`config.mk`:
```
export PLATFORM = sky130hd
export DESIGN_NAME = mandel_iterate
export DESIGN_NICKNAME = d
export VERILOG_FILES = /design/src/rtl/mandel_iterate.sv
export SDC_FILE = /design/constraint.sdc
export NUM_CORES = 2
export LEC_CHECK = 0
export BUFFER_PORTS_ARGS = -buffer_cell sky130_fd_sc_hd__buf_2
export CAP_MARGIN = 20
export CORE_MARGIN = 4
export CORE_UTILIZATION = 40
export DETAILED_ROUTE_END_ITERATION = 10
export SYNTH_ARGS = -nofsm -noshare
export SYNTH_HDL_FRONTEND = slang
export SYNTH_SLANG_ARGS = --single-unit
```
`constraint.sdc`:
```
create_clock -name clk -period 12.8 [get_ports clk]
set_clock_uncertainty 0.05 [all_clocks]
set_input_delay 0.64 -clock clk [delete_from_list [all_inputs] [get_ports clk]]
set_output_delay 0.64 -clock clk [all_outputs]
set_load 0.01 [all_outputs]
```
`src/rtl/mandel_iterate.sv`:
```
// Escape-time Mandelbrot iteration engine: iterates z <= z^2 + c one step per
// clock and reports the iteration count at escape or at the latched limit.
module mandel_iterate #(
  parameter int unsigned PIXEL_DATA_WIDTH   = 10,
  parameter int unsigned ENGINE_DATA_WIDTH  = 25,
  parameter int unsigned ENGINE_FRACT_WIDTH = 20,
  parameter int unsigned ITER_WIDTH         = 16
) (
  input  logic                                clk,
  input  logic                                reset_n,
  input  logic                                in_valid,
  output logic                                in_ready,
  input  logic signed [ENGINE_DATA_WIDTH-1:0] real_x,
  input  logic signed [ENGINE_DATA_WIDTH-1:0] imag_y,
  input  logic [PIXEL_DATA_WIDTH-1:0]         pixel_x_in,
  input  logic [PIXEL_DATA_WIDTH-1:0]         pixel_y_in,
  input  logic [ITER_WIDTH-1:0]               max_iter,
  output logic                                out_valid,
  input  logic                                out_ready,
  output logic [ITER_WIDTH-1:0]               iterations,
  output logic                                escaped,
  output logic [PIXEL_DATA_WIDTH-1:0]         pixel_x_out,
  output logic [PIXEL_DATA_WIDTH-1:0]         pixel_y_out
);

  localparam int unsigned PROD_WIDTH = 2 * ENGINE_DATA_WIDTH + 1;
  localparam logic signed [PROD_WIDTH-1:0] MAG_LIMIT =
    PROD_WIDTH'(4) << (2 * ENGINE_FRACT_WIDTH);

  typedef enum logic [1:0] {
    IDLE = 2'd0,
    ITER = 2'd1,
    DONE = 2'd2
  } state_t;

  state_t state;

  logic signed [ENGINE_DATA_WIDTH-1:0] zr, zi, cr, ci;
  logic [ITER_WIDTH-1:0]               count, limit;
  logic [PIXEL_DATA_WIDTH-1:0]         tag_x, tag_y;

  logic signed [PROD_WIDTH-1:0]        zr_ext, zi_ext;
  logic signed [PROD_WIDTH-1:0]        zr_sq, zi_sq, zr_zi;
  logic signed [PROD_WIDTH-1:0]        mag, re_full, im_full;
  logic signed [ENGINE_DATA_WIDTH-1:0] zr_next, zi_next;
  logic                                escape;

  // Full-precision squares: products carry 2*FRACT fraction bits.
  assign zr_ext  = PROD_WIDTH'(zr);
  assign zi_ext  = PROD_WIDTH'(zi);
  assign zr_sq   = zr_ext * zr_ext;
  assign zi_sq   = zi_ext * zi_ext;
  assign zr_zi   = zr_ext * zi_ext;
  assign mag     = zr_sq + zi_sq;
  assign re_full = zr_sq - zi_sq;
  assign im_full = zr_zi <<< 1;
  assign escape  = (mag > MAG_LIMIT);

  // Floor shift back to the engine format, then wrap to the word width.
  assign zr_next = ENGINE_DATA_WIDTH'(re_full >>> ENGINE_FRACT_WIDTH) + cr;
  assign zi_next = ENGINE_DATA_WIDTH'(im_full >>> ENGINE_FRACT_WIDTH) + ci;

  assign in_ready  = (state == IDLE);
  assign out_valid = (state == DONE);

  always_ff @(posedge clk or negedge reset_n) begin
    if (!reset_n) begin
      state       <= IDLE;
      zr          <= '0;
      zi          <= '0;
      cr          <= '0;
      ci          <= '0;
      count       <= '0;
      limit       <= '0;
      tag_x       <= '0;
      tag_y       <= '0;
      iterations  <= '0;
      escaped     <= 1'b0;
      pixel_x_out <= '0;
      pixel_y_out <= '0;
    end else begin
      case (state)
        IDLE: begin
          if (in_valid) begin
            cr    <= real_x;
            ci    <= imag_y;
            tag_x <= pixel_x_in;
            tag_y <= pixel_y_in;
            limit <= max_iter;
            zr    <= '0;
            zi    <= '0;
            count <= '0;
            state <= ITER;
          end
        end
        ITER: begin
          if (escape || (count == limit)) begin
            iterations  <= count;
            escaped     <= escape;
            pixel_x_out <= tag_x;
            pixel_y_out <= tag_y;
            state       <= DONE;
          end else begin
            zr    <= zr_next;
            zi    <= zi_next;
            count <= count + ITER_WIDTH'(1);
          end
        end
        DONE: begin
          if (out_ready) begin
            state <= IDLE;
          end
        end
        default: state <= IDLE;
      endcase
    end
  end

endmodule

```
======== Word level (Yosys, flattened, before mapping) ========
Index checks and enable logic that the tools add are counted.
word-level totals
  input bits .............................. 90
  output and inout port bits .............. 39
  flip-flop bits (word level) ............. 191
  word-level logic and storage cells ...... 48
operators by class
  add/subtract/negate cells ............... 5
  magnitude comparators ................... 1
  mux-type cells .......................... 12
  eq/ne operators ......................... 7
  reduce and logical (&&, ||, !) cells .... 7
  multipliers ............................. 3
operator list
  cell                     count
  $mul A25 B25 Y50         2
  $pmux W25 S2             2
  $mux W25                 3
  $add A50 B50 Y51         1
  $gt A51 B44 Y1 const B   1
  $add A25 B25 Y25         2
  $sub A45 B45 Y45         1
  $mul A25 B25 Y44         1
  $mux W16                 2
  $pmux W16 S2             1
  $add A16 B1 Y16 const B  1
  $eq A16 B16 Y1           1
  $mux W2                  3
  $ne A2 B2 Y1 const B     3
  $pmux W2 S3              1
  $reduce_and A3 Y1        2
  $reduce_and A2 Y1        2
  $eq A2 B1 Y1 const B     1
  $eq A2 B2 Y1 const B     1
  $logic_not A2 Y1         1
  $ne A2 B1 Y1 const B     1
  $reduce_bool A2 Y1       1
  $logic_or A1 B1 Y1       1

======== Longest topological paths before layout ========
  depth in word-level cells ............... 6
  gate-level depth with buffers ........... 56
  mapped depth without buffers ............ 53

======== Worst setup path after synthesis ========
OpenSTA, ideal clock, no wires.
  path type ............................... register -> register
  from .................................... register zr[1]
  to ...................................... register zr[24]
  slack ................................... 1.687 ns
  required time ........................... 12.624 ns
  stages on the path, launching flop included .. 53
  clock period less this slack ............ 11.113 ns
  arrival ................................. 10.937 ns
  setup time .............................. 0.126 ns
  buffers on the path ..................... 4
  path through ............................ dfrtp_1 > clkbuf_1 > clkbuf_1 > clkbuf_1 > nand2_1 > fa_1 > inv_1 > fa_1 > fa_1 > ha_1 > inv_1 > fa_1 > inv_1 > fa_1 > fa_1 > ha_1 > a21o_1 > a21o_1 > [... 17 more ...] > nor2_1 > nor2_1 > nor2_1 > nor2_1 > xnor2_1 > ha_1 > or2_2 > a21oi_1 > a31oi_1 > nand4_1 > nand3_1 > o41ai_1 > o21ai_0 > o41ai_1 > nor2_1 > a211o_1 > xnor2_1 > mux2i_1
on the way
  longest elaborated chain between the ends .. 6
  elaborated cells on any way between the ends .. 10
  classes of those cells .................. add/sub: 3; mul: 1; order compare: 1; eq/ne: 1; mux: 2; reduce/logical: 2
RTL lines
  element                             line  source
  from (decl)                         38    logic signed [ENGINE_DATA_WIDTH-1:0] zr, zi, cr, ci;
  from (signal assigned)              104   zr <= zr_next;
  $mul A25 B25 Y50 (*)                51    assign zr_sq = zr_ext * zr_ext;
  $add A50 B50 Y51                    54    assign mag = zr_sq + zi_sq;
  $gt A51 B44 Y1                      57    assign escape = (mag > MAG_LIMIT);
  $logic_or A1 B1 Y1                  97    if (escape || (count == limit)) begin
  $ne A2 B2 Y1 (no source line)       --
  $reduce_and A3 Y1 (no source line)  --
Every way passes the cells marked *; elsewhere a longest branch is shown, timed or not. The select of a mux whose other input is x is not followed.
A chain may end at the register's enable or synchronous reset.

======== Worst setup path after layout ========
  from .................................... register zr[9]
  to ...................................... register zi[14]
on the way
  longest elaborated chain between the ends .. 6
  elaborated cells on any way between the ends .. 10
  classes of those cells .................. add/sub: 2; mul: 2; order compare: 1; eq/ne: 1; mux: 2; reduce/logical: 2
RTL lines
  element                             line  source
  $mul A25 B25 Y50                    51
  $add A50 B50 Y51                    54
  $gt A51 B44 Y1                      57
  $logic_or A1 B1 Y1                  97
  $ne A2 B2 Y1 (no source line)       --
  $reduce_and A3 Y1 (no source line)  --
  to (signal assigned)                105   zi <= zi_next;
  to (decl)                           38
Several ways; a longest one is shown, not always the timed one. The select of a mux whose other input is x is not followed.

==> impl_metrics.toml <==
[power_and_ir_drop]
p_int_mw = 0.892
clkPwrFrac_pct = 50.3
sw_frac_of_total_pct = 30.0
share_seq_of_total_power_pct = 47.3
p_per_area_nw_per_um2 = 16.0
p_comb_share_pct = 2.4
p_leak_nw = 41.9
p_sw_mw = 0.383
vdd_drop_max_uv = 105

[layout]
drive_gt1_share_pct = 5.60
area_growth_pct = 6.18
final_cell_area_um2 = 79900
n_fill_cell = 18400
final_nets = 10600

[critical_path]
critical-path-slowest-cell = "or4_4"
crit_start = "zr[9]"
cp_slowest_stage_delay_ps = 650
cp.arrival_ps = 12750
r2r-start = "zr[9]"
worstPathRequired_ps = 13190
critical_path.endpoint_type = "register"
cp-start-kind = "register"
cp_max_fo = 22
criticalPathCategory = "reg -> reg"
cp_common_cell = "fa_1"

[clock_network]
cts_tree = "yes"
clock_latency_ps = 560
cts.htree.levels = 4
clock_path_buffers = 2
cts_inserted_buffers = 17
cts-root-buf = "clkbuf_16"
postCtsHoldBufs = 0
cts.sinks = 191
cts.clk_slew.worst_paths_ps = 110

[die]
die_w_um = 442
initial_utilization_pct = 40.4
coreArea_um2 = 186000
num_rows = 158
die_area_um2 = 195000
io_pins = 129
die_h_um = 442

[yosys]
syn_avg_cell_area_um2 = 9.21
synthesis.area_um2 = 75200
syn_nets = 10600
synthDistinctLibCells = 85
ys.flop_type = "dfrtp_1"
yosys_warnings = 0
synth_edf_count = 0
synth-seq-cells = 191
synthArstFlopShare_pct = 100
postSynthCellCount = 8163
ys_seq_area_share_pct = 6.36

[sta]
period_needed_ps = 12350
slew_headroom_pct = 25.4
worstMarginPinSlew_ps = 1110
fin_setup_tns_ps = 0
setup_ws_ps = 446
clock.fmax_ghz = 0.0809
finalCritPeriodShare_pct = 96.5
report.final.slew_viol_count = 0
final-hold-violation-count = 0
finalSetupViolCount = 0

[global_routing]
grt_util_all_layers_pct = 21.2
grt_max_degree = 99
grt_pass1_vias = 58000
antenna_found_initial = 2
grt_pass1_wl_um = 325000
grt_overflow = 0

[routing]
dr.first_iter.drc_count = 3613
vias_per_cell = 5.03
drc_errors = 0
antenna_left = 0
via_count = 53500
routed_wl_um = 202000
wire_per_inst_um = 19.0
dr.pass1.iters = 6

[place]
dpl_cell_area_um2 = 78900
port_buffers = 128
gp_congestion = 0.922
hpwl_um = 166000
post-place-ws_ps = -255

[flow_run]
cap_violations = 0

[hold_path]
hp-class = "in -> async"

[outcome]
run_status = "complete, no violations"
[through the flow]
stage | std cells | util [%] | hold WS (ps) | power (mW)
6_report | 10600 | 42.9 | 97.1 | 1.27
5_1_grt | 10600 | 42.9 | 140 | 1.32
4_1_cts | 10600 | 42.7 | 84.4 | 1.30
3_5_place_dp | 10600 | 42.4 | 412 | 0.646
3_3_place_gp | 10600 | 42.4 | 406 | 0.646
2_1_floorplan | 8163 | - | 294 | 0.615
[final cells by class]
class | count | area [um^2] | area share [%]
inverters | 2078 | 7800 | 9.77
repair buffers | 283 | 2000 | 2.50
clock inverters | 15 | 225 | 0.282
clock buffers | 17 | 425 | 0.533
diodes | 2 | 5.00 | 0.00627
well taps | 2480 | 3100 | 3.89
multi-input cells | 5555 | 61500 | 77.0
flip-flops and latches | 191 | 4840 | 6.06
[cells by family (layout without fill, tap and decap cells)]
group | Yosys count | after routing | synth area share [%]
buf+inv | 2417 | 2393 | 12.1
fa+ha+maj | 2382 | 2382 | 57.7
simple gates | 2215 | 2215 | 13.7
compound gates | 581 | 581 | 5.24
xor+xnor | 266 | 266 | 3.12
flops | 191 | 191 | 6.36
mux | 111 | 111 | 1.69
other cells | 0 | 2 | 0
[path summary, 6_finish.rpt]
path | to | slack [ps] | cells past startpoint
max | zi[14] | 450 | 44
min | pixel_x_out[0] | 100 | 1
max reg2reg | zi[14] | 450 | 44
min reg2reg | tag_x[9] | 430 | 2
max in group asynchronous | zr[6] | 11210 | 2
min in group clk | tag_x[5] | 230 | 3
[sequential cells by signal (all words and copies together), names as in the netlist, 16 cells and up]
register and cells:
zr 25, count 16, iterations 16, limit 16, ci 25, cr 25, zi 25
[cells in the mapped netlist, types with 7 or more instances]
| cell type | count | area (um^2) |
|---|---|---|
| nor2_1 | 254 | 953 |
| o31ai_1 | 13 | 97.6 |
| nand2_1 | 1127 | 4230 |
| dfrtp_1 | 191 | 4780 |
| nand3b_1 | 13 | 97.6 |
| buf_1 | 11 | 41.3 |
| or4_1 | 11 | 82.6 |
| o21bai_1 | 32 | 240 |
| mux2_4 | 29 | 435 |
| a211oi_1 | 19 | 143 |
| a221oi_1 | 8 | 70.1 |
| buf_2 | 8 | 40.0 |
| o21a_1 | 43 | 323 |
| xnor2_1 | 162 | 1420 |
| o211ai_1 | 19 | 143 |
| a2111oi_0 | 8 | 70.1 |
| fa_1 | 1813 | 36300 |
| mux2i_1 | 68 | 681 |
| a31oi_1 | 21 | 131 |
| a21o_1 | 76 | 571 |
| or3_1 | 23 | 144 |
| nor2b_1 | 69 | 432 |
| or2_2 | 10 | 62.6 |
| nor3b_1 | 8 | 60.1 |
| nand2b_1 | 70 | 438 |
| nand4_1 | 28 | 175 |
| a211o_1 | 12 | 105 |
| a21oi_1 | 157 | 786 |
| nor4_1 | 22 | 138 |
| xor2_1 | 103 | 902 |
| nand3_1 | 50 | 250 |
| and3_1 | 29 | 181 |
| nor3_1 | 72 | 360 |
| ha_1 | 569 | 7120 |
| and2_1 | 417 | 2610 |
| o2111ai_1 | 7 | 61.3 |
| clkbuf_1 | 311 | 1170 |
| o21ai_0 | 94 | 470 |
| mux2_2 | 12 | 135 |
| inv_1 | 2069 | 7770 |
[power groups by stage]
stage / logic, mW / clock network (mW) / registers, mW
floorplan: 0.000402 / 0 / 0.615
global placement: 0.0314 / 0 / 0.615
detailed placement: 0.0317 / 0 / 0.615
CTS: 0.0320 / 0.664 / 0.603
global route: 0.0349 / 0.680 / 0.603
finish: 0.0305 / 0.641 / 0.603
[routing by layer]
layer / vias to the layer above / track usage [%] / share of wire [%]
met2: 1498 / 35.9 / 49
met4: 0 / 7.24 / 4.0
met5: - / 0 / 0
li1: 23900 / - / -
met1: 27800 / 28.0 / 41
met3: 233 / 2.81 / 5.8
[layout by cell type (no fill, tap or decap), drive strengths merged, types with 68 or more instances in the layout]
cell type	n
mux2i	68
fa	1813
inv	2085
nor2	255
nand2	1127
a21oi	159
xor2	103
and2	417
nor2b	69
nor3	72
nand2b	70
o21ai	99
a21o	76
buf	282
ha	569
xnor2	162
dfrtp	191
[what timing repair did]
| item | CTS | global route |
|---|---|---|
| pin swaps | 0 | 14 |
| setup endpoints to repair | 103 | 105 |
| setup buffers | 0 | 5 |
| cloned | 0 | 1 |
| resized for setup | 11 | 51 |
[worst max-delay path, delay by kind of cell, from the launching register on]
| family | cells | cell delay, ps |
|---|---|---|
| xor gates and xnor gates | 1 | 200 |
| DFF | 1 | 420 |
| buffers and inverters | 8 | 1150 |
| AOI/OAI and AO/OA | 15 | 3650 |
| adders and majority gates | 9 | 4110 |
| muxes | 1 | 220 |
| and+or+nand+nor | 10 | 2400 |
Note: power is estimated with default switching activity, not from simulation.
